`config.mk`:
```
export PLATFORM = sky130hd
export DESIGN_NAME = sat_counter
export DESIGN_NICKNAME = d
export VERILOG_FILES = /design/src/rtl/count_status_checker_sat_counter.sv
export SDC_FILE = /design/constraint.sdc
export NUM_CORES = 1
export LEC_CHECK = 0
export ABC_AREA = 1
export ABC_CLOCK_PERIOD_IN_PS = 2000
export CAP_MARGIN = 15
export CORE_AREA = 2 2 45 47
export DETAILED_ROUTE_END_ITERATION = 10
export DIE_AREA = 0 0 47 49
export GPL_ROUTABILITY_DRIVEN = 0
export PLACE_DENSITY_LB_ADDON = 0.05
export SKIP_CTS_REPAIR_TIMING = 1
export SLEW_MARGIN = 20
export SYNTH_ARGS = -nofsm -noshare
export SYNTH_HDL_FRONTEND = slang
export SYNTH_SLANG_ARGS = --single-unit
```
`constraint.sdc`:
```
create_clock -name clk -period 2 [get_ports clk]
set_input_delay 0.4 -clock clk [delete_from_list [all_inputs] [get_ports clk]]
set_output_delay 0.4 -clock clk [all_outputs]
set_load 0.02 [all_outputs]
```
`src/rtl/count_status_checker_sat_counter.sv`:
```
// Generic saturating up-counter; clear has priority over increment.
module sat_counter #(
  parameter int unsigned W = 8
) (
  input  logic         clk,
  input  logic         rst_n,
  input  logic         clr,
  input  logic         inc,
  output logic [W-1:0] cnt
);

  logic [W-1:0] cnt_q;
  logic [W-1:0] cnt_d;

  always_comb begin
    cnt_d = cnt_q;
    if (clr) begin
      cnt_d = '0;
    end else if (inc && (cnt_q != {W{1'b1}})) begin
      cnt_d = cnt_q + {{(W-1){1'b0}}, 1'b1};
    end else begin
      cnt_d = cnt_q;
    end
  end

  always_ff @(posedge clk or negedge rst_n) begin
    if (!rst_n) begin
      cnt_q <= '0;
    end else begin
      cnt_q <= cnt_d;
    end
  end

  assign cnt = cnt_q;

endmodule

```
# After elaboration in Yosys (flattened, before gate mapping)
# Cells that the tools add are included.
# totals
register_bits,8
inputBits,4
# classes
n_reduce_logical,2
eq_ne,1
n_mux,2
add_sub_neg,1
# ops
operator,n
8-bit two-way mux,2
8-bit by 1-bit adder with 8-bit output (second input constant),1
8-bit != test (second input constant),1
2-bit nonzero test,1
1-bit logical AND,1

# Depth between registers and ports, before layout
# logic_depth
word_depth,4
mapped_depth,9
ltp_nobuf,9

# Least setup slack after synthesis
# Ideal clock, no wire load.
# synth_timing
path_type,register -> register
start,reg cnt_q[0] (netlist: cnt[0])
end,reg cnt_q[7] (netlist: cnt[7])
setup_ns,0.113
stages_incl_launch_ff,8
arrival_time_ns,1.250
required_time_ns,1.887
slack_ns,0.637
cell_sequence,dfrtp_1 -> ha_1 -> nand2_2 -> nor2_2 -> a21oi_1 -> nand3_1 -> nand2_1 -> inv_1
# synth_between
elab_chain_len,3
# synth_rtl
item,line,source
"start, declared",12,logic [W-1:0] cnt_q;
"start signal, assigned",30,cnt_q <= cnt_d;
8-bit by 1-bit adder with 8-bit output / 8-bit != test (equally long branches),"20, 19",
8-bit two-way mux / 1-bit logical AND (equally long branches),19,end else if (inc && (cnt_q != {W{1'b1}})) begin
8-bit two-way mux / 2-bit nonzero test (equally long branches),-,
# Parallel ways exist; a longest one is shown, timed or not. The select of a mux whose other input is x is not followed.
# A chain may end at the register's enable or synchronous reset.

# Final worst setup path
# layout_timing
start,reg cnt_q[5] (netlist: cnt[5])
end,out cnt[5]
# layout_lines
item,line,source
"end, declared",9,output logic [W-1:0] cnt
# No word-level cell between the ends.

==> impl_metrics.ini <==
[status]
outcome = completed

[cts]
cts_sinks = 8
cts_root_buf = clkbuf_4
htree_levels = 1
clockBufferDepth = 2
cts_buffers = 3
clk_latency_ns = 0.25
clk_pin_slew_ns = 0.06
cts_tree = built

[worst_setup_path]
critPathMaxStageDelay_ns = 0.65
cp_cell_sequence = clkdlybuf4s50_1
critPathTopFamily = buffers and inverters
crit_type = register to primary output
r2r_slack_ns = 0.56
r2r-start = cnt[1]
critPathLaunchType = register
crit_fanout = 7
cp.arrival_ns = 1.35
crit_buf_inv = 1
r2r-end = cnt[7]
reg2regPathDepth = 7
slowest_stage = clkdlybuf4s50_1
cp.required_ns = 1.60
endpoint_kind = primary output

[grt]
grt_use_total_pct = 13.0
use_met3_pct = 3.70
grt_max_degree = 9
use_met2_pct = 15.1
grt_pass1_wl_um = 2080
use_met1_pct = 20.1
busiest_layer = met1
grt_overflow = 0
grt_pass1_vias = 430
antenna_found_initial = 0

[power]
pwr_density_cell_mw_per_mm2 = 545
p_total_uw = 369
p_leak_uw = 0.000314
peakVddDrop_v = 0.000245

[floorplan]
initial_core_util_pct = 27.8
fp.dieW_um = 47
rows = 16
coreArea_sq_mm = 0.00184
io_pins = 12
die_area_sq_mm = 0.00230
die_h_um = 49

[place]
dp_hpwl_um = 927
placedCellCount = 112
place_area_sq_um = 656
io_buffers = 11

[finish]
final_cells = 115
layout.nets = 95
fin_area_sq_um = 678
drive_above_1_share_pct = 11.4
final_util_pct = 36.8
n_antenna_cell = 0
syn_to_final_growth_pct = 32.5
largest_register_ff_count = 8

[sta]
min_period_over_period_pct = 87.7
final_max_slew_viol_count = 0
tns_ns = 0
rsz0062_at_grt = false
clock.fmax_mhz = 570
fin_skew_ns = 0.000656
min_period_ns = 1.75
relSlewSlack_pct = 72.9
finalHoldViolCount = 0
setup-violations-final = 0
worst_pin_slew_ns = 0.405

[logic_synthesis]
yosys.area_share.simple_pct = 39.9
synth.distinct_cells = 15
synth_xor_area_share_pct = 0
synth_compound_area_share_pct = 9.54
syn_nets = 79
syn-cell-area_sq_um = 512
yosys.area_share.adder_pct = 2.44
synth_top_family_by_area = simple AND/OR/NAND/NOR gates
synth_top_area_share_pct = 39.1
synthMuxAreaShare_pct = 0
avgSynthCellArea_sq_um = 6.92
yosysTopAreaCell = dfrtp_1
ys_seq_area_share_pct = 39.1
synth_seq_cells = 8
yosysWarnings = 0
synthTopCellsByArea = dfrtp_1, nand2_1, nand3_1, inv_1, a21oi_1
synthCells = 74

[detailed_routing]
vias = 496
drt_pass1_iterations = 3
post_drt_wl_per_cell_um = 10.8
viasPerCell = 4.31
drt.antenna.violating_nets = 0
routed_wl_um = 1240
route.detailed.drc = 0
drt_iter0_markers = 17

[min_path]
hp-class = primary input to asynchronous set/reset pin

[flow_run]
maxCapViolCount = 0
==> worst reg2reg max path, delay by kind of cell, from the launching register on <==
family	cells	cell delay [ns]
flops	1	0.42
fa+ha+maj	1	0.23
simple gates	4	0.35
compound gates	1	0.30
buf+inv	1	0.04
==> power breakdown <==
| part | leakage, uW | total (uW) | switching [uW] | internal, uW |
|---|---|---|---|---|
| clock network | 0.0000138 | 127 | 58.3 | 68.9 |
| logic | 0.000192 | 63.2 | 35.5 | 27.7 |
| registers | 0.000108 | 179 | 10.1 | 169 |
| total | 0.000314 | 369 | 104 | 266 |
==> per-stage QoR <==
| stage | worst slack [ns] | hold slack (ns) |
|---|---|---|
| finish | 0.247 | 0.439 |
| global route | 0.180 | 0.480 |
| CTS | 0.229 | 0.457 |
| detailed placement | 0.356 | 0.542 |
| global placement | 0.332 | 0.543 |
| floorplan | 0.637 | 0.104 |
==> logic make-up (layout without fill, tap and decap cells) <==
kind of cell	after synthesis	in the layout
AO/OA/AOI/OAI	8	8
buffers and inverters	11	25
AND/OR/NAND/NOR	46	46
flip-flops	8	8
adder cells (fa/ha/maj)	1	1
==> layout make-up <==
class,count,area (sq um)
Tap cell,27,33.8
Sequential cell,8,200
Timing Repair Buffer,11,110
Inverter,11,46.3
Multi-Input combinational cell,55,265
Fill cell,218,1160
Clock buffer,3,22.5
==> worst max path at each step <==
| stage | start | end | slack (ns) | cells after the start |
|---|---|---|---|---|
| finish | cnt[5] | cnt[5] | 0.25 | 1 |
| floorplan | cnt[0] | cnt[7] | 0.64 | 7 |
| global route | cnt[5] | cnt[5] | 0.18 | 1 |
| detailed placement | clr | cnt[3] | 0.36 | 6 |
| global placement | clr | cnt[1] | 0.33 | 6 |
| CTS | cnt[5] | cnt[5] | 0.23 | 1 |
==> synthesized netlist by cell type, drive strengths merged <==
library cell	instances
o21bai	2
nor3	2
dfrtp	8
nand3	9
o21ai	1
nor2	7
a21oi	5
nand2	28
clkinv	1
inv	10
ha	1
==> per-layer routing <==
metal / wire length, um / vias to the layer above
met1: 664 / 220
met4: 28 / 0
li1: - / 263
met5: 0 / -
met3: 52 / 4
met2: 497 / 9
==> layout by cell type (no fill, tap or decap), drive strengths merged <==
cell,n
o21ai,1
clkdlybuf4s50,11
o21bai,2
clkinv,1
nand2,28
nor3,2
nand3,9
nor2,7
ha,1
clkbuf,3
dfrtp,8
inv,10
a21oi,5
No activity file was read; power rests on OpenSTA's default activity.
